## config.mk

```make
export PLATFORM = sky130hd
export DESIGN_NAME = stopwatch_ctrl_flat
export DESIGN_NICKNAME = d
export VERILOG_FILES = /design/src/rtl/stopwatch_ctrl_if.sv /design/src/rtl/stopwatch_ctrl.sv /design/src/flat_wrapper.sv
export SDC_FILE = /design/constraint.sdc
export NUM_CORES = 1
export LEC_CHECK = 0
export CORE_MARGIN = 5
export CORE_UTILIZATION = 40
export CTS_CLUSTER_SIZE = 10
export DETAILED_ROUTE_END_ITERATION = 10
export GPL_ROUTABILITY_DRIVEN = 0
export HOLD_SLACK_MARGIN = 0.15
export PLACE_DENSITY = 0.76
export REMOVE_ABC_BUFFERS = 1
export SKIP_LAST_GASP = 1
export SLEW_MARGIN = 15
export SYNTH_ARGS = -nofsm -noshare
export SYNTH_HDL_FRONTEND = slang
export SYNTH_SLANG_ARGS = --single-unit
```

## constraint.sdc

```tcl
create_clock -name clk -period 1.49 [get_ports clk]
set_input_delay 0.298 -clock clk [delete_from_list [all_inputs] [get_ports clk]]
set_output_delay 0.298 -clock clk [all_outputs]
set_load 0.005 [all_outputs]
```

## src/rtl/stopwatch_ctrl_if.sv

```systemverilog
// Lap-memory write bus between the stopwatch controller and the lap RAM.
interface stopwatch_ctrl_if #(
   parameter int SIZE   = 4,
   parameter int ADDR_W = 8
);
   logic              we;
   logic [ADDR_W-1:0] addr;
   logic [4*SIZE-1:0] wdata;

   modport master (output we, addr, wdata);
   modport slave  (input  we, addr, wdata);
endinterface

```

## src/rtl/stopwatch_ctrl.sv

```systemverilog
// Stopwatch control FSM: turns button events into a gated 1 s tick, a
// one-cycle counter restart, and lap snapshots written to the lap memory.
//
//   state | meaning
//   IDLE  | time zeroed, waiting for start
//   RUN   | counting, ticks forwarded
//   PAUSE | counting halted, time held
//   STORE | one-cycle lap write, returns to ret
//   CLEAR | one-cycle restart pulse, then IDLE
module stopwatch_ctrl #(
   parameter int SIZE     = 4,
   parameter int ADDR_W   = 8,
   parameter int MAX_ADDR = 3
) (
   input  logic            clk,
   input  logic            rst,
   input  logic            start_stop,
   input  logic            lap,
   input  logic            clear,
   input  logic            pulse,
   input  logic [SIZE-1:0] seconds_units,
   input  logic [SIZE-1:0] seconds_tens,
   input  logic [SIZE-1:0] minutes_units,
   input  logic [SIZE-1:0] minutes_tens,
   output logic            pulse_fsm,
   output logic            restart,
   output logic            mem_full,
   output logic            running,
   stopwatch_ctrl_if.master mem
);

   localparam int PTR_W = (MAX_ADDR > 0) ? $clog2(MAX_ADDR + 1) : 1;

   typedef enum logic [2:0] {IDLE, RUN, PAUSE, STORE, CLEAR} state_t;

   state_t            state_q, state_d;
   state_t            ret_q, ret_d;
   logic [PTR_W-1:0]  ptr_q, ptr_d;
   logic              full_d;
   logic              we_q, we_d;
   logic [ADDR_W-1:0] addr_q, addr_d;
   logic [4*SIZE-1:0] wdata_q, wdata_d;
   logic              restart_d;
   logic              running_d;

   assign mem.we    = we_q;
   assign mem.addr  = addr_q;
   assign mem.wdata = wdata_q;

   // A tick is forwarded whenever the registered run flag is up, which
   // includes a lap store taken from RUN, so no second is lost.
   assign pulse_fsm = pulse & running;

   // State register and all registered outputs.
   always_ff @(posedge clk or posedge rst) begin
      if (rst) begin
         state_q  <= IDLE;
         ret_q    <= IDLE;
         ptr_q    <= '0;
         mem_full <= 1'b0;
         we_q     <= 1'b0;
         addr_q   <= '0;
         wdata_q  <= '0;
         restart  <= 1'b0;
         running  <= 1'b0;
      end else begin
         state_q  <= state_d;
         ret_q    <= ret_d;
         ptr_q    <= ptr_d;
         mem_full <= full_d;
         we_q     <= we_d;
         addr_q   <= addr_d;
         wdata_q  <= wdata_d;
         restart  <= restart_d;
         running  <= running_d;
      end
   end

   // Next-state and next-output decode; clear outranks start_stop outranks lap.
   always_comb begin
      state_d   = state_q;
      ret_d     = ret_q;
      ptr_d     = ptr_q;
      full_d    = mem_full;
      we_d      = 1'b0;
      addr_d    = addr_q;
      wdata_d   = wdata_q;
      restart_d = 1'b0;
      case (state_q)
         IDLE: begin
            if (clear)           state_d = CLEAR;
            else if (start_stop) state_d = RUN;
         end
         RUN: begin
            if (start_stop) state_d = PAUSE;
            else if (lap && !mem_full) begin
               state_d = STORE;
               ret_d   = RUN;
            end
         end
         PAUSE: begin
            if (clear)           state_d = CLEAR;
            else if (start_stop) state_d = RUN;
            else if (lap && !mem_full) begin
               state_d = STORE;
               ret_d   = PAUSE;
            end
         end
         STORE: begin
            state_d = ret_q;
            if (ptr_q == PTR_W'(MAX_ADDR)) full_d = 1'b1;
            else                           ptr_d  = ptr_q + 1'b1;
         end
         CLEAR:   state_d = IDLE;
         default: state_d = IDLE;
      endcase

      // Entry actions: snapshot the digits as seen on the accepting cycle.
      if (state_d == STORE && state_q != STORE) begin
         we_d    = 1'b1;
         addr_d  = ADDR_W'(ptr_q);
         wdata_d = {minutes_tens, minutes_units, seconds_tens, seconds_units};
      end
      if (state_d == CLEAR && state_q != CLEAR) begin
         restart_d = 1'b1;
         ptr_d     = '0;
         full_d    = 1'b0;
      end

      running_d = (state_d == RUN) || (state_d == STORE && ret_d == RUN);
   end

endmodule
```

## src/flat_wrapper.sv

```systemverilog
// flat-port wrapper written by rule: the top's interface ports become plain ports
module stopwatch_ctrl_flat 
#(
   parameter int SIZE     = 4,
   parameter int ADDR_W   = 8,
   parameter int MAX_ADDR = 3
)
  (clk, rst, start_stop, lap, clear, pulse, seconds_units, seconds_tens, minutes_units, minutes_tens, pulse_fsm, restart, mem_full, running, mem_we, mem_addr, mem_wdata);
  stopwatch_ctrl_if #(.SIZE(SIZE), .ADDR_W(ADDR_W)) mem_i ();
  input  logic clk;
  input  logic rst;
  input  logic start_stop;
  input  logic lap;
  input  logic clear;
  input  logic pulse;
  input  logic [SIZE-1:0] seconds_units;
  input  logic [SIZE-1:0] seconds_tens;
  input  logic [SIZE-1:0] minutes_units;
  input  logic [SIZE-1:0] minutes_tens;
  output logic pulse_fsm;
  output logic restart;
  output logic mem_full;
  output logic running;
  output wire logic [$bits(mem_i.we)-1:0] mem_we;
  output wire logic [$bits(mem_i.addr)-1:0] mem_addr;
  output wire logic [$bits(mem_i.wdata)-1:0] mem_wdata;
  assign mem_we = mem_i.we;
  assign mem_addr = mem_i.addr;
  assign mem_wdata = mem_i.wdata;
  stopwatch_ctrl #(.SIZE(SIZE), .ADDR_W(ADDR_W), .MAX_ADDR(MAX_ADDR)) u_core (.clk(clk), .rst(rst), .start_stop(start_stop), .lap(lap), .clear(clear), .pulse(pulse), .seconds_units(seconds_units), .seconds_tens(seconds_tens), .minutes_units(minutes_units), .minutes_tens(minutes_tens), .pulse_fsm(pulse_fsm), .restart(restart), .mem_full(mem_full), .running(running), .mem(mem_i));
endmodule
```

# Word level (Yosys, flattened, before mapping)
# Cells that the tools add are included.
# word_totals
out_inout_bits	29
ff_bits	30
word_cells	54
in_bits	22
# classes
bitwise	1
n_reduce_logical	11
n_eq_ne	11
n_mux	21
add_sub_neg	1
# op_table
operator	count
$mux W3	11
$pmux W3 S4	1
$eq A3 B1 Y1 const B	3
$eq A3 B2 Y1 const B	3
$mux W2	3
$pmux W3 S2	1
$mux W1	5
$logic_and A1 B1 Y1	4
$reduce_and A2 Y1	2
$reduce_bool A2 Y1	2
$eq A3 B3 Y1 const B	1
$logic_not A3 Y1	1
$ne A3 B2 Y1 const B	1
$ne A3 B3 Y1 const B	1
$add A2 B1 Y2 const B	1
$eq A2 B2 Y1 const B	1
$ne A2 B2 Y1 const B	1
$and A1 B1 Y1	1
$logic_not A1 Y1	1
$logic_or A1 B1 Y1	1

# Logic depth before layout (Yosys ltp)
# Gate-level depths: netlist of run 1.
# logic_depth
depth_word	10
depth_mapped	6
mapped_depth_nobuf	4

# Worst setup path after synthesis of run 1
# OpenSTA, ideal clock, no wires.
# synth_timing
path_type	flip-flop to flip-flop
start	register u_core.state_q[2]
end	register u_core.addr_q[0] (netlist: u_core.mem.addr[0])
path_buffers	1
t_arrival_ns	1.500
period_less_slack_ns	1.625
setup_ns	0.125
required_ns	1.365
path_slack_ns	-0.135
stages_incl_launch_ff	6
path_cell_list	dfrtp_1 > nor3_2 > o21ai_2 > a22oi_2 > buf_6 > mux2_4
# synth_between
elab_chain_cells	6
elab_cells_between_ends	14
classes_between	eq/ne: 5; mux: 7; reduce/logical: 2
# synth_rtl
item	line	rtl
from (decl)	stopwatch_ctrl.sv:36	state_t state_q, state_d;
from (signal assigned)	stopwatch_ctrl.sv:67	state_q <= state_d;
$mux W3	stopwatch_ctrl.sv:96, stopwatch_ctrl.sv:104	
$mux W3	stopwatch_ctrl.sv:103	else if (start_stop) state_d = RUN;
$mux W3	stopwatch_ctrl.sv:102	if (clear) state_d = CLEAR;
$pmux W3 S4	stopwatch_ctrl.sv:89	case (state_q)
$eq A3 B2 Y1	stopwatch_ctrl.sv:119	if (state_d == STORE && state_q != STORE) begin
$logic_and A1 B1 Y1 *	stopwatch_ctrl.sv:119	
to (signal assigned)	stopwatch_ctrl.sv:72	addr_q <= addr_d;
to (decl)	stopwatch_ctrl.sv:41	logic [ADDR_W-1:0] addr_q, addr_d;
# Mark *: on every way between the ends. The rest lies on a longest branch, timed or not.
# A chain may end at the register's enable or synchronous reset.

# Worst setup path in the final report of run 1
# layout_timing
start	register u_core.state_q[2]
end	register u_core.wdata_q[11] (netlist: u_core.mem.wdata[11])
# layout_between
elab_chain_cells	6
elab_cells_between_ends	14
classes_between	eq/ne: 5; mux: 7; reduce/logical: 2
# layout_rtl
item	line	rtl
$mux W3	stopwatch_ctrl.sv:96, stopwatch_ctrl.sv:104	
$mux W3	stopwatch_ctrl.sv:103	
$mux W3	stopwatch_ctrl.sv:102	
$pmux W3 S4	stopwatch_ctrl.sv:89	
$eq A3 B2 Y1	stopwatch_ctrl.sv:119	
$logic_and A1 B1 Y1 *	stopwatch_ctrl.sv:119	
to (signal assigned)	stopwatch_ctrl.sv:73	wdata_q <= wdata_d;
to (decl)	stopwatch_ctrl.sv:42	logic [4*SIZE-1:0] wdata_q, wdata_d;
# Marked as above.

==> results of run 1 <==
==> state kept, by name, summed over array words and instances, names as in the netlist <==
register          count
u_core.restart        1
u_core.mem.we         1
u_core.ptr_q          2
u_core.running        1
u_core.state_q        3
u_core.mem.addr       2
u_core.mem_full       1
u_core.ret_q          3
u_core.mem.wdata     16
==> critical path, delay by kind of cell (launching register included) <==
kind | cells | cell delay (ns)
flops | 1 | 0.41
compound gates | 2 | 0.38
buf+inv | 2 | 0.30
mux | 1 | 0.30
simple gates | 1 | 0.29
==> layout by cell type, fill, tap and decap left out, types with 2 or more instances in the layout <==
master and count:
a21oi_1 5, buf_4 25, buf_6 2, clkbuf_4 5, clkdlybuf4s50_1 20, conb_1 6
dfrtp_1 30, dlygate4sd2_1 21, dlymetal6s2s_1 3, inv_1 2, mux2_4 18, nand2_1 7
nand3_1 2, nor2_1 4
==> synthesized netlist by cell type, types with 2 or more instances <==
cell and count:
mux2_4 18, nor2_1 5, nand3_1 2, buf_6 3, nor3b_1 2, dfrtp_1 30
a21oi_1 5, nand2_1 7, buf_4 6, inv_1 2
==> area by class of cell <==
type / instances / area [um^2]
repair buffers: 74 / 704
clock buffers: 7 / 55.1
flip-flops and latches: 30 / 751
multi-input cells: 68 / 611
clock inverters: 1 / 5.00
well taps: 46 / 57.6
inverters: 2 / 7.51
fillers: 274 / 1200
==> kinds of logic after synthesis <==
| group | count (synthesis) | synth area share |
|---|---|---|
| AOI/OAI and AO/OA | 14 | 0.0805 |
| xor gates and xnor gates | 1 | 0.00620 |
| adders and majority gates | 1 | 0.00885 |
| buffers and inverters | 11 | 0.0611 |
| DFF | 30 | 0.531 |
| muxes | 19 | 0.198 |
| other | 1 | 0.00265 |
| and+or+nand+nor | 27 | 0.112 |
==> metrics by stage <==
stage | setup TNS [ns] | util | hold slack, ns
2_1_floorplan | -13.85 | - | 0.389
3_3_place_gp | -11.91 | 0.590 | 0.498
3_5_place_dp | -12.71 | 0.590 | 0.494
4_1_cts | -3.85 | 0.629 | 0.336
5_1_grt | -6.11 | 0.646 | 0.352
6_report | -5.42 | 0.646 | 0.334
==> power groups by stage <==
stage	Sequential [W]	Clock (W)	Combinational, W
6_report	0.00123	0.000511	0.00121
5_1_grt	0.00127	0.000574	0.00129
4_1_cts	0.00123	0.000530	0.00119
3_5_place_dp	0.00125	0	0.00123
3_3_place_gp	0.00124	0	0.00119
2_1_floorplan	0.00125	0	0.000493
==> final timing paths <==
path,to,slack [ns],startpoint
max reg2reg,u_core.mem.wdata[11]$_DFFE_PP0P_,-0.31,u_core.state_q[2]$_DFF_PP0_
min reg2reg,u_core.mem.addr[1]$_DFFE_PP0P_,0.51,u_core.mem.addr[1]$_DFFE_PP0P_
max in group asynchronous,u_core.mem.wdata[15]$_DFFE_PP0P_,0.88,rst
min in group clk,u_core.mem.addr[1]$_DFFE_PP0P_,0.51,u_core.mem.addr[1]$_DFFE_PP0P_
min,u_core.mem.wdata[1]$_DFFE_PP0P_,0.33,rst
max,u_core.mem.wdata[11]$_DFFE_PP0P_,-0.31,u_core.state_q[2]$_DFF_PP0_
==> repair_timing <==
item | in CTS | in global routing
setup buffers | 9 | 2
gates cloned | 1 | 1
pin swaps | 1 | 5
endpoints found under the setup margin | 41 | 25
gates resized for setup | 24 | 6
==> metal layers <==
| layer | wire [um] | global-route usage |
|---|---|---|
| met1 | 1390 | 0.168 |
| met2 | 1760 | 0.250 |
| met3 | 211 | 0.0580 |
| met4 | 52 | 0.0390 |
| met5 | 0 | 0 |
==> flow_metrics.py, run 1 <==
metrics = {
    "synthesis": {
        "yosysWarnings": 0,
        "ys_seq_area_frac": 0.531,
        "synth_area_leaders": "dfrtp_1, mux2_4, buf_4",
        "synth_cells": 104,
        "synthArstFlopShare": 1.00,
        "mappedNetlistArea_um2": 1410,
        "synth_seq_cells": 30,
        "yosysTopAreaCell": "dfrtp_1",
        "ys_types": 34,
        "synth-edff-count": 0,
        "synthFlopType": "dfrtp_1",
        "syn_area_per_cell_um2": 13.6,
        "yosysTopAreaCellShare": 0.531,
    },
    "setup_path": {
        "slowest_delay_ns": 0.41,
        "crit_chain": "and2b_4 -> o211ai_1 -> a22oi_2 -> buf_4 -> buf_12 -> mux2_4",
        "setup.worst_path.end_class": "flop",
        "worstSetupPathType": "flop to flop",
        "start_kind": "flop",
        "arrival_ns": 2.02,
        "reg2reg_depth": 6,
        "path_max_fanout": 10,
        "crit_path_top_delay_cell": "dfrtp_1",
        "cp_data_required_time_ns": 1.70,
    },
    "sta": {
        "fmax_ghz": 0.554,
        "final-setup-viol-count": 21,
        "hold_viol_final": 0,
        "period_minus_slack_ns": 1.80,
        "finalMaxSlewViolations": 0,
        "setup_ws_ns": -0.315,
        "period_share": 1.21,
        "rsz0062_at_grt": "true",
        "finClkSkew_ns": 0.00809,
    },
    "finish": {
        "drive_above_1_share": 0.357,
        "final_cells": 228,
        "final_area_um2": 2190,
        "nNetsFinal": 204,
        "area.growth.synth_to_final_pct": 55.0,
        "diodes": 0,
    },
    "outcome": {
        "status": "complete, but fails checks",
        "violations": "negative setup slack",
    },
    "pwr": {
        "switching_share": 0.279,
        "p_sw_w": 0.000824,
        "irDropWorstVdd_uv": 750,
        "seq_power_share": 0.418,
        "leakagePower_nw": 1.12,
        "power.density_nw_per_um2": 1350,
        "finalPower_w": 0.00295,
        "p_int_w": 0.00213,
        "p_comb_frac": 0.409,
        "p_clk_frac": 0.173,
    },
    "routing": {
        "drcViolationCount": 0,
        "via_per_inst": 4.67,
        "first_pass_iters": 4,
        "drt_iter0_drc": 20,
        "ant_nets": 0,
        "totalWireLength_um": 3410,
        "wl_per_cell_um": 15.0,
        "vias": 1064,
    },
    "global_routing": {
        "grt_usage": 0.146,
        "grt_max_degree": 31,
        "grt_pass1_vias": 1161,
        "overflow": 0,
        "grt_antenna_before_repair": 0,
        "grt_pass1_wl_um": 5510,
    },
    "clock_network": {
        "tritoncts": "built",
        "path_clk_slew_ns": 0.10,
        "clock_latency_ns": 0.33,
        "ctsHoldBuffers": 0,
        "clock_sinks": 30,
        "cts_made_buffers": 5,
        "clk_path_buf_depth": 2,
        "root_buffer": "clkbuf_4",
        "cts_max_level": 2,
    },
    "die": {
        "initial_core_util": 0.417,
        "top_level_ports": 51,
        "core_um2": 3390,
        "die_area_um2": 4820,
        "rows": 21,
        "die_h_um": 69.5,
        "die_w_um": 69.5,
    },
    "worst_hold_path": {
        "hold_class": "input pin to asynchronous set/reset pin",
    },
    "job": {
        "cap_violations": 0,
    },
    "place": {
        "placed_cells": 208,
        "post-place-ws_ns": -0.553,
        "hpwl_um": 2340,
        "place_area_um2": 2000,
        "io_buffer_count": 44,
    },
}
Power figures use the tool's default switching activity.
==> run 2, diff against run 1 <==
--- a/config.mk
+++ b/config.mk
@@ -9,7 +9,6 @@
 export CORE_UTILIZATION = 40
 export CTS_CLUSTER_SIZE = 10
 export DETAILED_ROUTE_END_ITERATION = 10
-export GPL_ROUTABILITY_DRIVEN = 0
 export HOLD_SLACK_MARGIN = 0.15
 export PLACE_DENSITY = 0.76
 export REMOVE_ABC_BUFFERS = 1
==> run 2 against run 1 <==
Compared with the run above:
- the flow still finishes with violations (negative setup slack)
- register-to-register slack better by 0.09 ns
- die area is the same
- utilization down 1.4 points
- via count down 2.4%
- clock-buffer cell count is the same
- flip-flop and latch count is the same
- combinational power barely moved
- fmax is 5.4% higher
- critical path depth down 1
- first-iteration DRC count grew 10%
- design area fell by 2.1%
- critical path type unchanged
- largest cell class unchanged
- highest routed layer unchanged
==> flow_metrics.py, run 2 (synthesis gave the netlist of run 1 again) <==
metrics = {
    "outcome": {
        "status": "complete, but fails checks",
        "violations": "negative setup slack",
    },
    "finish": {
        "largest_reg_flops": 16,
        "diodes": 0,
        "drive_above_1_share": 0.356,
        "nNetsFinal": 200,
        "final_area_um2": 2140,
        "most-common-layout-cells": "dfrtp_1, buf_4, clkdlybuf4s50_1",
        "final_cells": 223,
        "layout_commonest_cell": "dfrtp_1",
        "final_core_util": 0.633,
        "area.growth.synth_to_final_pct": 51.7,
    },
    "setup_path": {
        "path_max_fanout": 20,
        "crit_cells": 5,
        "r2r_start": "u_core.state_q[2]$_DFF_PP0_",
        "critPathTopFamily": "flip-flops",
        "setup.worst_path.start": "u_core.state_q[2]$_DFF_PP0_",
        "crit_chain": "and2b_4 -> o211ai_1 -> a22oi_2 -> buf_12 -> mux2_4",
        "start_kind": "flop",
        "timing.rr.end": "u_core.mem.wdata[14]$_DFFE_PP0P_",
        "slowest_delay_ns": 0.42,
        "reg2reg_depth": 5,
        "arrival_ns": 1.91,
        "crit_path_top_delay_cell": "dfrtp_1",
        "worstSetupPathType": "flop to flop",
        "crit_buf_inv": 1,
        "cp_data_required_time_ns": 1.69,
        "r2r_setup_slack_ns": -0.22,
        "setup.worst_path.end_class": "flop",
    },
    "routing": {
        "totalWireLength_um": 3220,
        "vias": 1038,
        "via_per_inst": 4.65,
        "wl_per_cell_um": 14.4,
        "drt_iter0_drc": 22,
        "first_pass_iters": 4,
        "drcViolationCount": 0,
        "ant_nets": 0,
    },
    "global_routing": {
        "grt_max_degree": 31,
        "grt_antenna_before_repair": 0,
        "overflow": 0,
        "grt.busiest_layer": "met2",
        "grt_usage": 0.137,
        "use_met1": 0.170,
        "grt_pass1_wl_um": 5290,
        "grt_pass1_vias": 1143,
        "met3_usage": 0.0464,
        "gr-usage-met2": 0.220,
    },
    "die": {
        "die_h_um": 69.5,
        "die_w_um": 69.5,
        "die_area_um2": 4820,
        "initial_core_util": 0.417,
        "rows": 21,
        "core_um2": 3390,
        "top_level_ports": 51,
    },
    "place": {
        "hpwl_um": 2330,
        "place_area_um2": 2010,
        "placed_cells": 209,
        "post-place-ws_ns": -0.526,
        "gp_congestion": 0.866,
        "io_buffer_count": 44,
    },
    "pwr": {
        "finalPower_w": 0.00287,
        "power.density_nw_per_um2": 1340,
        "leakagePower_nw": 1.10,
        "irDropWorstVdd_uv": 731,
    },
    "sta": {
        "hold_viol_final": 0,
        "setup_ws_ns": -0.222,
        "fmax_ghz": 0.584,
        "final-setup-viol-count": 22,
        "period_minus_slack_ns": 1.71,
        "rsz0062_at_grt": "true",
        "finClkSkew_ns": 0.00675,
        "finalMaxSlewViolations": 0,
        "period_share": 1.15,
    },
    "job": {
        "cap_violations": 0,
    },
    "clock_network": {
        "cts_made_buffers": 5,
        "cts_max_level": 2,
        "root_buffer": "clkbuf_4",
        "clock_sinks": 30,
        "tritoncts": "built",
        "clock_latency_ns": 0.31,
        "ctsHoldBuffers": 0,
        "path_clk_slew_ns": 0.09,
        "clk_path_buf_depth": 2,
    },
    "worst_hold_path": {
        "hold_class": "input pin to asynchronous set/reset pin",
    },
}
==> run 2: cell types whose count changed in the layout (fill, tap and decap cells not counted), sizes merged <==
cell / previous run / this run
dlymetal6s2s: 3 / 6
clkdlybuf4s50: 20 / 21
buf: 29 / 26
dlygate4sd2: 21 / 17
clkinv: 1 / 0
clkbuf: 8 / 7
==> run 2: power by group <==
group	internal, W	switching (W)	leakage (nW)
combinational	0.000849	0.000364	0.694
sequential	0.00107	0.000158	0.382
clock	0.000178	0.000250	0.0254
==> run 2: through the flow <==
stage               hold slack, ns  TNS, ns
detailed placement           0.495   -13.04
global route                 0.382    -5.38
finish                       0.350    -4.07
global placement             0.498   -11.82
floorplan                    0.389   -13.85
CTS                          0.350    -4.33
==> run 2: worst register-to-register path, cell delays in order (launching register included) <==
cell	delay, ns
dfrtp_1	0.42
and2b_4	0.30
o211ai_1	0.14
a22oi_2	0.20
buf_12	0.22
mux2_4	0.33
==> run 2: cell type report <==
class                   count  area (um^2)
clock buffers               7         45.0
fillers                   277         1240
inverters                   2         7.51
multi-input cells          68          629
flip-flops and latches     30          752
well taps                  46         57.6
repair buffers             70          653
==> run 2: what timing repair did <==
action / in CTS / in global routing
setup endpoints to repair: 40 / 31
pin swaps: 3 / 2
setup buffers: 4 / 3
resized for setup: 20 / 14
==> run 2: how the worst max path moves through the flow <==
| stage | to | slack (ns) |
|---|---|---|
| 4_1_cts | u_core.mem.wdata[14]$_DFFE_PP0P_ | -0.23 |
| 3_3_place_gp | u_core.mem.addr[1]$_DFFE_PP0P_ | -0.48 |
| 5_1_grt | u_core.mem.wdata[3]$_DFFE_PP0P_ | -0.28 |
| 6_report | u_core.mem.wdata[14]$_DFFE_PP0P_ | -0.22 |
| 2_1_floorplan | u_core.mem.addr[0]$_DFFE_PP0P_ | -0.72 |
| 3_5_place_dp | u_core.mem.wdata[9]$_DFFE_PP0P_ | -0.53 |
==> run 2: layer usage <==
| layer | vias up | wire length (um) |
|---|---|---|
| li1 | 492 | - |
| met1 | 499 | 1400 |
| met2 | 40 | 1560 |
| met3 | 7 | 213 |
| met4 | 0 | 47 |
| met5 | - | 0 |
==> run 3, diff against run 2 <==
--- a/config.mk
+++ b/config.mk
@@ -6,13 +6,12 @@
 export NUM_CORES = 1
 export LEC_CHECK = 0
 export CORE_MARGIN = 5
-export CORE_UTILIZATION = 40
+export CORE_UTILIZATION = 44
 export CTS_CLUSTER_SIZE = 10
 export DETAILED_ROUTE_END_ITERATION = 10
 export HOLD_SLACK_MARGIN = 0.15
-export PLACE_DENSITY = 0.76
+export PLACE_DENSITY = 0.79
 export REMOVE_ABC_BUFFERS = 1
-export SKIP_LAST_GASP = 1
 export SLEW_MARGIN = 15
 export SYNTH_ARGS = -nofsm -noshare
 export SYNTH_HDL_FRONTEND = slang
==> constraint.sdc (replaced) <==
create_clock -name clk -period 1.92 [get_ports clk]
set_input_delay 0.384 -clock clk [delete_from_list [all_inputs] [get_ports clk]]
set_output_delay 0.384 -clock clk [all_outputs]
set_load 0.005 [all_outputs]
==> run 3 against run 2 <==
Compared with the run above:
- the flow now finishes without violations
- die area is 7.8% lower
- worst setup slack improved by 0.32 ns
- via count down 8.6%
- critical path type is now input pin to output port
- critical endpoint is now pulse_fsm
- largest cell class unchanged
- highest routed layer unchanged
==> flow_metrics.py, run 3 (synthesis gave the netlist of run 1 again) <==
metrics = {
    "place": {
        "gp_congestion": 0.827,
        "place_area_um2": 1910,
        "io_buffer_count": 44,
        "hpwl_um": 2100,
    },
    "sta": {
        "finalMaxSlewViolations": 0,
        "finClkSkew_ns": 0.00641,
        "period_share": 0.950,
        "period_minus_slack_ns": 1.82,
        "hold_viol_final": 0,
        "final-setup-viol-count": 0,
        "fmax_ghz": 0.548,
        "rsz0062_at_grt": "false",
    },
    "finish": {
        "area.growth.synth_to_final_pct": 40.1,
        "drive_above_1_share": 0.245,
        "nNetsFinal": 181,
        "most-common-layout-cells": "clkdlybuf4s50_1, dfrtp_1, mux2_4",
        "final_area_um2": 1980,
        "largest_reg_flops": 16,
        "layout_commonest_cell": "clkdlybuf4s50_1",
        "diodes": 0,
    },
    "pwr": {
        "leakagePower_nw": 0.890,
        "finalPower_w": 0.00223,
        "power.density_nw_per_um2": 1130,
        "irDropWorstVdd_uv": 751,
    },
    "die": {
        "initial_core_util": 0.459,
        "die_h_um": 66.7,
        "die_w_um": 66.7,
        "die_area_um2": 4450,
        "core_um2": 3080,
        "rows": 20,
        "top_level_ports": 51,
    },
    "job": {
        "cap_violations": 0,
    },
    "global_routing": {
        "grt_antenna_before_repair": 0,
        "overflow": 0,
        "grt_pass1_wl_um": 4350,
        "grt_pass1_vias": 934,
        "grt_usage": 0.132,
        "grt_max_degree": 31,
    },
    "setup_path": {
        "arrival_ns": 1.44,
        "slowest_delay_ns": 0.49,
        "worstSetupPathType": "input pin to output port",
        "r2r_start": "u_core.state_q[2]$_DFF_PP0_",
        "setup.worst_path.end_class": "output port",
        "crit_path_top_delay_cell": "clkdlybuf4s50_1",
        "crit_chain": "clkdlybuf4s50_1 -> and2_1 -> clkdlybuf4s50_1",
        "cp_data_required_time_ns": 1.54,
        "start_kind": "input pin",
        "path_max_fanout": 1,
        "cpMostUsedCell": "clkdlybuf4s50_1",
        "reg2reg_depth": 5,
        "r2r_setup_slack_ns": 0.15,
        "timing.rr.end": "u_core.mem.wdata[1]$_DFFE_PP0P_",
    },
    "clock_network": {
        "clock_latency_ns": 0.31,
        "post_cts_buffers": 0,
        "clk_path_buf_depth": 2,
        "path_clk_slew_ns": 0.09,
        "clock_sinks": 30,
        "cts_max_level": 2,
        "cts_made_buffers": 5,
        "tritoncts": "built",
        "root_buffer": "clkbuf_4",
    },
    "routing": {
        "drcViolationCount": 0,
        "drt_iter0_drc": 13,
        "first_pass_iters": 4,
        "ant_nets": 0,
        "via_per_inst": 4.67,
        "vias": 949,
        "wl_per_cell_um": 13.6,
        "totalWireLength_um": 2770,
    },
    "worst_hold_path": {
        "hold_class": "input pin to asynchronous set/reset pin",
    },
    "outcome": {
        "status": "finished, final reports clean",
    },
}
==> run 3: cell types whose count changed in the layout (fill, tap and decap cells not counted), sizes merged <==
cell	delta
clkinv	+1
dlygate4sd2	-17
buf	-19
clkdlybuf4s50	+23
dlymetal6s2s	-6
==> run 3: cell type report <==
cell class | instances | area, um^2
well taps | 44 | 55.1
clock inverters | 1 | 5.00
flip-flops and latches | 30 | 751
inverters | 2 | 7.51
fillers | 236 | 1100
clock buffers | 7 | 55.1
repair buffers | 51 | 505
multi-input cells | 68 | 602
==> run 3: critical path: cells and delay by family <==
family,cells,cell delay (ns)
and+or+nand+nor,1,0.11
buffers and inverters,2,0.94
==> run 3: worst max-delay path by stage <==
stage | from | to | slack [ns]
final | pulse | pulse_fsm | 0.1
after global routing | clear | u_core.mem.wdata[8]$_DFFE_PP0P_ | 0.04
after CTS | clear | u_core.mem.wdata[1]$_DFFE_PP0P_ | 0.07
after detailed placement | clear | u_core.mem.wdata[1]$_DFFE_PP0P_ | -0.26
after global placement | clear | u_core.mem.wdata[11]$_DFFE_PP0P_ | -0.22
after floorplan | u_core.state_q[2]$_DFF_PP0_ | u_core.mem.addr[0]$_DFFE_PP0P_ | -0.29
==> run 3: where the power goes <==
group / total [W] / internal [W] / switching (W)
Sequential: 0.000971 / 0.000832 / 0.000139
Clock: 0.000382 / 0.000177 / 0.000204
Combinational: 0.000881 / 0.000639 / 0.000242
==> run 3: metrics by stage <==
| step | instances | hold slack [ns] | TNS (ns) | worst slack [ns] | util |
|---|---|---|---|---|---|
| 6_report | 203 | 0.437 | 0 | 0.0967 | 0.643 |
| 5_1_grt | 203 | 0.474 | 0 | 0.0436 | 0.643 |
| 4_1_cts | 203 | 0.453 | 0 | 0.0731 | 0.641 |
| 3_5_place_dp | 195 | 0.494 | -4.56 | -0.263 | 0.622 |
| 3_3_place_gp | 195 | 0.495 | -3.89 | -0.219 | 0.622 |
| 2_1_floorplan | 100 | 0.471 | -5.25 | -0.286 | - |
==> run 3: timing repair <==
action	4_1_cts	5_1_grt
setup endpoints to repair	0	1
hold endpoints to repair	0	0
hold buffers	0	0
gates resized for setup	0	1
==> run 3: per-layer routing <==
layer / global-route usage / wire, um
met5: 0 / 0
met4: 0.0508 / 22
met3: 0.0573 / 229
met2: 0.212 / 1380
met1: 0.154 / 1140
